## src/rtl/xc_uart_pkg.sv

```systemverilog
// Shared UART receive definitions: FSM states, 8N1 frame shape and
// the bit-period arithmetic also used by the host-side TX model.
package xc_uart_pkg;

  typedef enum logic [2:0] {
    IDLE,
    START,
    DATA,
    STOP,
    BREAK
  } state_t;

  localparam int DATA_BITS = 8;
  localparam int STOP_BITS = 1;

  function automatic int unsigned bit_period(
    input int unsigned base,
    input int unsigned minp,
    input logic [3:0]  br
  );
    int unsigned raw;
    raw = base >> br;
    return (raw < minp) ? minp : raw;
  endfunction

endpackage

```

## src/rtl/uart_cmd_rx_bit_timer.sv

```systemverilog
// Loadable bit-period down-counter; loads a full or half period
// and flags zero.
module bit_timer #(
  parameter int CW = 11
) (
  input  logic          clk,
  input  logic          reset,
  input  logic          load,
  input  logic          half,
  input  logic [CW-1:0] period_q,
  output logic          zero
);

  logic [CW-1:0] cnt;

  always_ff @(posedge clk or posedge reset) begin
    if (reset) begin
      cnt <= '0;
    end else if (load) begin
      cnt <= half ? (period_q >> 1) - CW'(1) : period_q - CW'(1);
    end else if (cnt != '0) begin
      cnt <= cnt - CW'(1);
    end
  end

  assign zero = (cnt == '0);

endmodule

```

## src/rtl/uart_cmd_rx.sv

```systemverilog
// 8N1 serial command receiver feeding the parser's cmd bus; bit rate
// is selected by the parser's baud_rate output.
module uart_cmd_rx
  import xc_uart_pkg::*;
#(
  parameter int BASE_DIVIDER = 1024,
  parameter int MIN_DIVIDER  = 8
) (
  input  logic       clk,
  input  logic       reset,
  input  logic       rx,
  input  logic [3:0] baud_rate,
  output logic [7:0] cmd,
  output logic       cmd_strobe,
  output logic       framing_error,
  output logic       busy
);

  localparam int CW = $clog2(BASE_DIVIDER) + 1;

  logic          s1, s2, s3;
  logic [1:0]    warm;
  logic          fall;
  state_t        state, state_d;
  logic [2:0]    idx;
  logic [7:0]    shreg;
  logic [CW-1:0] period_q;
  logic          load, half, zero;
  logic          take, good, bad;

  // The edge flop only arms once s2 carries a real line sample, so a
  // line already low when reset releases is not taken as a start.
  always_ff @(posedge clk or posedge reset) begin
    if (reset) begin
      s1   <= 1'b1;
      s2   <= 1'b1;
      s3   <= 1'b0;
      warm <= 2'b00;
    end else begin
      s1   <= rx;
      s2   <= s1;
      s3   <= s2 & warm[1];
      warm <= {warm[0], 1'b1};
    end
  end

  assign fall = s3 & ~s2;

  bit_timer #(.CW(CW)) u_timer (
    .clk      (clk),
    .reset    (reset),
    .load     (load),
    .half     (half),
    .period_q (period_q),
    .zero     (zero)
  );

  always_ff @(posedge clk or posedge reset) begin
    if (reset) begin
      state <= IDLE;
    end else begin
      state <= state_d;
    end
  end

  always_comb begin
    state_d = state;
    load    = 1'b0;
    half    = 1'b0;
    take    = 1'b0;
    good    = 1'b0;
    bad     = 1'b0;
    unique case (state)
      IDLE: begin
        if (fall) begin
          load    = 1'b1;
          half    = 1'b1;
          state_d = START;
        end
      end
      START: begin
        if (zero) begin
          if (!s2) begin
            load    = 1'b1;
            state_d = DATA;
          end else begin
            state_d = IDLE;
          end
        end
      end
      DATA: begin
        if (zero) begin
          load = 1'b1;
          take = 1'b1;
          if (idx == 3'(DATA_BITS - 1)) state_d = STOP;
        end
      end
      STOP: begin
        if (zero) begin
          if (s2) begin
            good    = 1'b1;
            state_d = IDLE;
          end else begin
            bad     = 1'b1;
            state_d = BREAK;
          end
        end
      end
      BREAK: begin
        if (s2) state_d = IDLE;
      end
      default: state_d = IDLE;
    endcase
  end

  // period_q tracks baud_rate while idle and freezes for the frame.
  always_ff @(posedge clk or posedge reset) begin
    if (reset) begin
      period_q      <= '0;
      idx           <= '0;
      shreg         <= '0;
      cmd           <= '0;
      cmd_strobe    <= 1'b0;
      framing_error <= 1'b0;
    end else begin
      if (state == IDLE) begin
        period_q <= CW'(bit_period(BASE_DIVIDER, MIN_DIVIDER, baud_rate));
      end
      if (state == START) begin
        idx <= '0;
      end else if (take) begin
        idx <= idx + 3'd1;
      end
      if (take) shreg <= {s2, shreg[7:1]};
      if (good) cmd <= shreg;
      cmd_strobe    <= good;
      framing_error <= bad;
    end
  end

  assign busy = (state != IDLE);

endmodule

```

## config.mk

```make
export PLATFORM = sky130hd
export DESIGN_NAME = uart_cmd_rx
export DESIGN_NICKNAME = d
export VERILOG_FILES = /design/src/rtl/xc_uart_pkg.sv /design/src/rtl/uart_cmd_rx_bit_timer.sv /design/src/rtl/uart_cmd_rx.sv
export SDC_FILE = /design/constraint.sdc
export NUM_CORES = 1
export LEC_CHECK = 0
export CORE_MARGIN = 2
export CORE_UTILIZATION = 55
export CTS_CLUSTER_DIAMETER = 50
export CTS_CLUSTER_SIZE = 8
export DETAILED_ROUTE_END_ITERATION = 7
export PLACE_DENSITY = 0.82
export SLEW_MARGIN = 0
export SYNTH_ARGS = -nofsm -noshare
export SYNTH_HDL_FRONTEND = slang
export SYNTH_SLANG_ARGS = --single-unit
```

## constraint.sdc

```tcl
create_clock -name clk -period 6.3 [get_ports clk]
set_clock_uncertainty 0.05 [all_clocks]
set_input_delay 1.26 -clock clk [delete_from_list [all_inputs] [get_ports clk]]
set_output_delay 1.26 -clock clk [all_outputs]
set_load 0.1 [all_outputs]
```

**Word level (Yosys, flattened, before mapping)**

Cells that the tools add are included.
W data, S select, Z words.

- Word-level logic and storage cells: 65
- Register bits after elaboration: 51

- Equality and inequality tests: 11
- Shift-type cells: 1
- Mux-type cells: 26
- Order comparisons: 1
- Reductions and logical operators: 7
- Bitwise gates (word level): 3
- Add/sub/neg operators: 4

Operator list:

| kind | number |
|---|---|
| $mux W11 | 4 |
| $lt A32 B4 Y1 const B | 1 |
| $shr A11 B4 Y32 const A | 1 |
| $mux W3 | 9 |
| $sub A11 B1 Y11 const B | 2 |
| $pmux W3 S5 | 1 |
| $logic_not A11 Y1 | 1 |
| $reduce_bool A11 Y1 | 1 |
| $sub A10 B1 Y11 const B | 1 |
| $mux W1 | 10 |
| $eq A3 B2 Y1 const B | 2 |
| $eq A3 B3 Y1 const B | 2 |
| $ne A2 B1 Y1 const B | 3 |
| $ne A2 B2 Y1 const B | 3 |
| $reduce_and A6 Y1 | 1 |
| $reduce_bool A2 Y1 | 2 |
| $add A3 B1 Y3 const B | 1 |
| $eq A3 B1 Y1 const B | 1 |
| $logic_not A3 Y1 | 1 |
| $pmux W1 S3 | 1 |
| $reduce_bool A3 Y1 | 1 |
| $and A1 B1 Y1 | 2 |
| $mux W2 | 1 |
| $not A1 Y1 | 1 |

**Longest topological paths before layout**

Gate-level depths: netlist (run 1).

- Depth in word-level cells: 6
- Mapped depth: 13
- Mapped depth without buffers: 11

**Cells and area by module**

A second synthesis (run 1) with hierarchy kept.

- Cell total of the unflattened synthesis: 219
- Area total of the unflattened synthesis: 2531.2 µm²

By module, submodules not included:

| module | cells an instance | area an instance (µm²) | instances |
|---|---|---|---|
| uart_cmd_rx | 129 | 1664.1 | 1 |
| bit_timer | 90 | 867.1 | 1 |

**Worst setup path before layout (run 1)**

Ideal clock, no wire load.

- Path type: register -> output
- From: register state[0]
- To: output port busy
- Stages on the path, launching flop included: 5
- Buffers on the path: 2
- Arrival: 1730 ps
- Slack: 3260 ps
- Cells stage by stage: dfrtp_1 buf_4 nor3_2 inv_1 clkbuf_1

- Word-level cells in the longest chain between the ends: 1

RTL lines:

| item | RTL line | RTL |
|---|---|---|
| start, declared | uart_cmd_rx.sv:24 | `state_t state, state_d;` |
| start signal, assigned | uart_cmd_rx.sv:62 | `state <= state_d;` |
| $reduce_bool A3 Y1 | uart_cmd_rx.sv:141 | `assign busy = (state != IDLE);` |
| end, declared | uart_cmd_rx.sv:16 | `output logic busy` |

No other way between the ends.

**Worst setup path in the final report (run 1)**

- From: register state[1]
- To: output port busy

Same word-level chain as after synthesis.

==> results of run 1 <==
final timing paths:
check                         start              to  depth (start not counted)
setup / recovery           state[1]            busy                          3
hold / removal                   s1              s2                          0
setup reg to reg           state[1]  u_timer.cnt[8]                         10
hold reg to reg                  s1              s2                          0
max in group asynchronous     reset  u_timer.cnt[8]                          2
min in group asynchronous     reset        shreg[6]                          2
placed cells by master (no fill, tap or decap), types with 3 or more instances in the layout:
cell / n
and2_1: 5
inv_1: 5
nor2b_1: 3
nor3_1: 7
o41ai_1: 4
nand2_1: 20
o21ai_0: 11
nor2_1: 21
o22ai_1: 3
a211oi_1: 4
nand2b_1: 6
nand3_1: 4
ha_1: 3
mux2_4: 8
mux2i_1: 3
a21oi_1: 14
a31oi_1: 10
clkbuf_8: 5
dfrtp_1: 49
mux2_2: 9
clkdlybuf4s50_1: 17
o2bb2ai_1: 4
report_power, final:
| part | total (W) | switching [W] | internal, W |
|---|---|---|---|
| registers | 0.000468 | 0.0000770 | 0.000391 |
| clock network | 0.000228 | 0.000109 | 0.000120 |
| logic | 0.000339 | 0.000198 | 0.000140 |
| total | 0.00104 | 0.000384 | 0.000651 |
logic make-up after synthesis:
| kind of cell | count (synthesis) | share of synthesized area (%) |
|---|---|---|
| simple gates | 91 | 19.5 |
| compound gates | 66 | 17.0 |
| flops | 51 | 47.4 |
| mux | 22 | 10.2 |
| buf+inv | 17 | 3.15 |
| xor+xnor | 4 | 1.30 |
| fa+ha+maj | 3 | 1.39 |
| other cells | 1 | 0.139 |
worst max-delay path: stages, from the launching register on:
cell and delay, ns:
dfrtp_1 0.63, nor3_2 0.15, inv_1 0.48, clkdlybuf4s50_1 1.25
stage by stage:
stage / worst slack (ns) / hold slack [ns] / instance area (µm²) / instances
2_1_floorplan: 3.26 / 0.281 / 2700 / 255
3_3_place_gp: 2.57 / 0.287 / 2890 / 328
3_5_place_dp: 2.52 / 0.296 / 2890 / 328
4_1_cts: 2.16 / 0.313 / 3010 / 336
5_1_grt: 1.99 / 0.316 / 3010 / 336
6_report: 2.16 / 0.311 / 3010 / 336
area by class of cell:
cell class	instances	area [µm²]
well taps	67	83.8
repair buffers	17	170
multi-input cells	187	1340
flip-flops and latches	51	1280
clock inverters	3	46.3
inverters	6	22.5
clock buffers	5	68.8
fillers	379	1720
sequential cells by signal, summed over array words and instances, names as in the netlist:
signal / cells
cmd: 8
shreg: 8
state: 3
s3: 1
period_q: 11
warm: 2
u_timer.cnt: 11
s1: 1
cmd_strobe: 1
s2: 1
idx: 3
framing_error: 1
per-layer routing:
layer  share of wire [%]  routed length, µm
met5                   0                  0
met4                 2.6                142
met3                 5.3                289
met2                  46               2540
met1                  46               2490
==> results.cfg, run 1 <==
[cts]
cts_made_buffers = 5
htree_levels = 2
cts_hold_buf = 0
cts.clk_slew.worst_paths_ns = 0.10
root_buffer = clkbuf_8
cts_resized = 0
postCtsSetupBuffers = 0
cts.sink_count = 51
cts_tree = done
clock_latency_ns = 0.30
cts_max_path_buffers = 2

[finish]
fin_util_pct = 63.6
fin_nets = 278
drive_gt1_share_pct = 16.4
layout-area-overhead-vs-synth_pct = 11.4
n_antenna_cell = 0

[floorplanning]
die-area_um2 = 5480
ios = 18
fp.dieW_um = 74.1
die_h_um = 74.1
start_util_pct = 57.1
coreArea_um2 = 4720
num_rows = 25

[yosys]
synth_nets = 265
synth_edf_count = 0
yosysMostFrequentCell = dfrtp_1
synth_flop_cell = dfrtp_1
syn_avg_cell_area_um2 = 10.6
synth.area.top_cells = dfrtp_1, mux2_4, mux2_2, nor2_1, nand2_1
synth-seq-area-share_pct = 47.4
synth_top_cell_by_area = dfrtp_1
async_flop_share_pct = 100
synth_top_area_share_pct = 45.4
ys_warn_count = 0
synth.cell_area_um2 = 2700
synth-seq-cells = 51
synth_cells = 255
synth.top_cells.by_count = dfrtp_1, nor2_1, nand2_1
ys_types = 60

[route]
routed_wl_um = 5460
wire_per_inst_um = 16.3
final_antenna_net_count = 0
drc = 0
vias = 1964
first_pass_iters = 4
drt_iter0_drc = 163
avgViaCountPerCell = 5.85

[sta]
tightestPinTransition_ns = 1.01
final.period_utilization_pct = 65.7
tns_ns = 0
setup_violations = 0
rsz0062_at_grt = false
max_slew_margin_pct = 32.5
finalMaxSlewViolations = 0
finalHoldViolCount = 0
fin_crit_ns = 4.14
max_freq_mhz = 242

[critical_path]
cp.required_ns = 4.99
endpoint_kind = output port
reg2reg_slack_ns = 2.61
start_kind = flip-flop
worstSetupPathType = flip-flop to output port
critPathMaxFanout = 25
critical_path_arrival_ns = 2.83

[run_status]
status = finished, final reports clean

[global_routing]
grt_max_degree = 52
grt-ovfl-total = 0
grt_antenna_before_repair = 0
grt_pass1_vias = 1842
met3_usage_pct = 3.93
grt_use_met2_pct = 32.6
use_met1_pct = 30.9
grt_pass1_wl_um = 8910
grt_busiest_layer = met2
grtUsageTotal_pct = 21.6

[min_path]
hold_path.class = flip-flop to flip-flop

[place]
portBuffers = 17
gp_congestion = 0.882
dp_hpwl_um = 3900

[pwr]
p_leak_nw = 1.35
power_density_nw_per_um2 = 345
vdd_drop_max_uv = 166
power_w = 0.00104

[flow_run]
maxCapViolCount = 0
No activity file was read; power rests on OpenSTA's default activity.
==> run 2: changes to the inputs <==
Clock period 6.3 ns to 4 ns, I/O delays scaled along.
==> run 2 against run 1 <==
  * Critical path depth is 9 higher
  * Non-clock buffer count is 3 higher
  * First-iteration DRC count is 1.2% higher
  * Largest cell class unchanged
  * Total power is 60% higher
  * Sequential power is 58% higher
  * Register-to-register slack worse by 1.7 ns
  * Final area is 0.71% higher
  * Via count is 2.1% higher
  * Sequential share of layout area is 0.30 points lower
  * Clock power is 61% higher
  * Count of clock-buffer cells in the layout stayed put
==> results.cfg, run 2 (same netlist as run 1, synthesis figures left out) <==
[route]
drt_iter0_drc = 165
avgViaCountPerCell = 5.91
drc = 0
vias = 2005
routed_wl_um = 5650
wire_per_inst_um = 16.7
final_antenna_net_count = 0
first_pass_iters = 4

[finish]
final_common_cell = dfrtp_1
fin_util_pct = 64.1
drive_gt1_share_pct = 17.6
fin_nets = 281
layout-area-overhead-vs-synth_pct = 12.1
n_antenna_cell = 0
top_regs = period_q x11, u_timer.cnt x11
layout_common_cells = dfrtp_1, nor2_1, nand2_1

[flow_run]
maxCapViolCount = 0

[global_routing]
grtUsageTotal_pct = 22.1
grt_max_degree = 52
grt_pass1_vias = 1857
grt_pass1_wl_um = 9140
grt_antenna_before_repair = 0
grt-ovfl-total = 0

[floorplanning]
die_h_um = 74.1
fp.dieW_um = 74.1
start_util_pct = 57.1
num_rows = 25
coreArea_um2 = 4720
die-area_um2 = 5480
ios = 18

[cts]
cts_tree = done
cts.sink_count = 51
htree_levels = 2
clock_latency_ns = 0.31
root_buffer = clkbuf_8
cts_max_path_buffers = 2
cts_resized = 0
postCtsSetupBuffers = 0
cts_made_buffers = 5
cts_hold_buf = 0
cts.clk_slew.worst_paths_ns = 0.10

[sta]
fin_crit_ns = 3.10
final.period_utilization_pct = 77.4
tns_ns = 0
max_slew_margin_pct = 32.3
fin_ws_ns = 0.904
max_freq_mhz = 323
setup_violations = 0
tightestPinTransition_ns = 1.01
finalMaxSlewViolations = 0
rsz0062_at_grt = false
finalHoldViolCount = 0
timing.hold.ws_ns = 0.308

[critical_path]
endpoint_kind = flip-flop
r2r-start = state[1]
r2r-end = u_timer.cnt[6]
start_kind = flip-flop
reg2reg_depth = 12
cp.required_ns = 4.15
critPathMaxFanout = 25
critical_path_arrival_ns = 3.25
worstSetupPathType = flip-flop to flip-flop
reg2reg_slack_ns = 0.90

[place]
portBuffers = 17
dp_hpwl_um = 4050
gp_congestion = 0.933
dpl_worst_slack_ns = 0.956

[pwr]
p_leak_nw = 1.37
vdd_drop_max_uv = 324
power_density_nw_per_um2 = 546

[min_path]
hold_depth = 0
hold_path.class = flip-flop to flip-flop
holdPathEnd = s2
min_from = s1

[run_status]
status = finished, final reports clean
## run 2: cell types whose count changed in the layout (fill, tap and decap cells not counted), sizes merged
cell / change
buf: +4
clkdlybuf4s50: -1
clkinvlp: -1
clkinv: +1
## run 2: worst max path at each step
stage	start	to	cells after the start
after floorplan	state[0]	u_timer.cnt[6]	12
after global placement	state[1]	u_timer.cnt[6]	12
after detailed placement	state[1]	u_timer.cnt[6]	12
after CTS	state[1]	u_timer.cnt[6]	12
after global routing	state[1]	u_timer.cnt[6]	12
final	state[1]	u_timer.cnt[6]	12
## run 2: where the power goes
part	switching, W	internal, W
sequential	0.000123	0.000616
combinational	0.000321	0.000227
clock	0.000176	0.000190
total	0.000620	0.00103
## run 2: layer usage
| metal | up-vias | track usage (%) | wire length, µm |
|---|---|---|---|
| li1 | 960 | - | - |
| met4 | 0 | 10.3 | 136 |
| met3 | 13 | 3.79 | 198 |
| met1 | 983 | 30.1 | 2550 |
| met5 | - | 0 | 0 |
| met2 | 49 | 34.8 | 2770 |
## run 2: final cells by class
class / count / area, µm²
flip-flops and latches: 51 / 1280
well taps: 67 / 83.8
clock buffers: 5 / 68.8
fillers: 384 / 1700
repair buffers: 20 / 190
multi-input cells: 187 / 1340
inverters: 6 / 22.5
clock inverters: 3 / 47.5
## run 2: metrics by stage
stage               total power (W)  std cells  instance area [µm²]
floorplan                   0.00117        255                 2700
global placement            0.00128        331                 2910
detailed placement          0.00128        331                 2910
CTS                         0.00165        339                 3030
global route                0.00176        339                 3030
finish                      0.00165        339                 3030
## run 2: worst max-delay path, stage by stage (launching register included)
cell and delay, ns:
dfrtp_1 0.54, nor3_2 0.38, inv_1 0.07, buf_4 0.21
nor2_1 0.12, buf_4 0.20, nor2_1 0.07, a21oi_1 0.17
ha_1 0.30, nand2_1 0.09, nor3_1 0.30, o21ai_0 0.15
mux2_1 0.32
==> run 3: changes to the inputs <==
Settings changed: CORE_UTILIZATION 55 to 53, PLACE_DENSITY 0.82 to 0.83.
Clock period 4 ns to 2.6 ns, I/O delays scaled along.
==> run 3 against run 2 <==
  * Sequential share of layout area is 1.8 points lower
  * Wire length is 4.8% higher
  * Maximum frequency is 20% higher
  * Final cell count is 5.6% higher
  * Global-route usage is 1.5 points higher
  * Utilization is 1.6 points higher
  * Critical path depth is 3 lower
  * Non-clock buffer count is 19 higher
  * Worst hold slack better by 0.0067 ns
  * Sequential cell count stayed put
  * Die area is 3.6% higher
  * Setup slack worse by 0.89 ns
  * Largest cell class unchanged
  * Highest routed layer unchanged
==> results.cfg, run 3 (same netlist as run 1, synthesis figures left out) <==
[run_status]
status = finished, final reports clean

[finish]
regArea_um2 = 1280
top_regs = period_q x11, u_timer.cnt x11
layout_common_cells = dfrtp_1, buf_4, nand2_1, nor2_1, a21oi_1
final_common_cell = dfrtp_1
multi_input_area_um2 = 1370
fin_area_um2 = 3160
drive_gt1_share_pct = 28.2
fin_nets = 300
layout-area-overhead-vs-synth_pct = 17.2
n_antenna_cell = 0
fillers = 368

[route]
drc = 0
first_pass_iters = 4
vias = 2160
final_antenna_net_count = 0
wire_per_inst_um = 16.5
drt_iter0_drc = 176
routed_wl_um = 5920
avgViaCountPerCell = 6.03

[critical_path]
max_stage_delay_ns = 0.57
path_delay_family = simple AND/OR/NAND/NOR gates
worst-path-buf-inv = 0
endpoint_kind = flip-flop
critPathMaxFanout = 5
slowest_stage = or4_4
worstPathCellList = or4_4, a211oi_4, a31oi_1, nor2_1, a21oi_2, ha_4, and4b_1, o21ai_1, mux2_1
start_kind = flip-flop
worstSetupPathType = flip-flop to flip-flop
critical_path_arrival_ns = 2.75
cp.required_ns = 2.76

[min_path]
hold_path.class = flip-flop to flip-flop

[sta]
finalHoldViolCount = 0
timing.hold.ws_ns = 0.315
finalMaxSlewViolations = 0
max_slew_margin_pct = 63.7
rsz0062_at_grt = true
tightestPinTransition_ns = 0.545
final.period_utilization_pct = 99.3
setup_violations = 0
fin_crit_ns = 2.58
fin_ws_ns = 0.0175
max_freq_mhz = 387

[place]
gp_congestion = 0.977
dpl_worst_slack_ns = 0.0112
dp_hpwl_um = 4330
dpl_cell_area_um2 = 3050
portBuffers = 17

[global_routing]
grt_max_degree = 25
grt-ovfl-total = 0
grt_antenna_before_repair = 0
grt_pass1_vias = 2088
grt_pass1_wl_um = 10100
grtUsageTotal_pct = 23.7

[cts]
postCtsSetupBuffers = 0
cts_tree = done
cts_hold_buf = 0
root_buffer = clkbuf_8
cts_max_path_buffers = 2
cts.sink_count = 51
cts.clk_slew.worst_paths_ns = 0.10
htree_levels = 2
cts_made_buffers = 5
clock_latency_ns = 0.32

[floorplanning]
fp.dieW_um = 75.4
die_h_um = 75.4
ios = 18
start_util_pct = 56.0
coreArea_um2 = 4820
num_rows = 25
die-area_um2 = 5680

[pwr]
p_leak_nw = 1.48
power_density_nw_per_um2 = 818
vdd_drop_max_uv = 529

[flow_run]
maxCapViolCount = 0
-- run 3: path summary, 6_finish.rpt --
| kind | slack (ns) | end | start | cells after the start |
|---|---|---|---|---|
| max | 0.02 | u_timer.cnt[8] | u_timer.cnt[5] | 9 |
| min | 0.32 | s2 | s1 | 0 |
| max reg2reg | 0.02 | u_timer.cnt[8] | u_timer.cnt[5] | 9 |
| min reg2reg | 0.32 | s2 | s1 | 0 |
| max in group asynchronous | 1.36 | s1 | reset | 3 |
| min in group asynchronous | 0.48 | period_q[0] | reset | 2 |
-- run 3: metrics by stage --
stage          utilization, %  setup TNS [ns]  std cells  power [W]
2_1_floorplan               -         -0.0808        255    0.00182
3_3_place_gp             63.3               0        350    0.00204
3_5_place_dp             63.3               0        350    0.00206
4_1_cts                  65.2               0        358    0.00255
5_1_grt                  65.7         -0.0533        358    0.00276
6_report                 65.7               0        358    0.00259
-- run 3: area by class of cell --
class / count / share of cell area, %
Sequential cell: 51 / 40.4
Multi-Input combinational cell: 187 / 43.2
Timing Repair Buffer: 39 / 10.1
Clock buffer: 5 / 2.17
Inverter: 6 / 0.712
Clock inverter: 3 / 0.712
Tap cell: 67 / 2.65
-- run 3: report_power, final --
part / switching [W] / leakage, nW / internal (W) / total [W]
Clock: 0.000284 / 0.0489 / 0.000195 / 0.000479
Sequential: 0.000169 / 0.671 / 0.000950 / 0.00112
Combinational: 0.000551 / 0.765 / 0.000439 / 0.000990
-- run 3: metal layers --
layer	GRT usage (%)	up-vias	share of wire, %	wire [µm]
li1	-	1001	-	-
met1	32.5	1038	43	2530
met2	37.0	100	47	2780
met3	5.56	21	7.5	443
met4	8.77	0	2.7	161
met5	0	-	0	0
-- run 3: repair_timing --
item                                    CTS  global route
pin swaps                                 1             1
endpoints found under the setup margin    1             3
resized for setup                         0             4
endpoints found under the hold margin     0             0
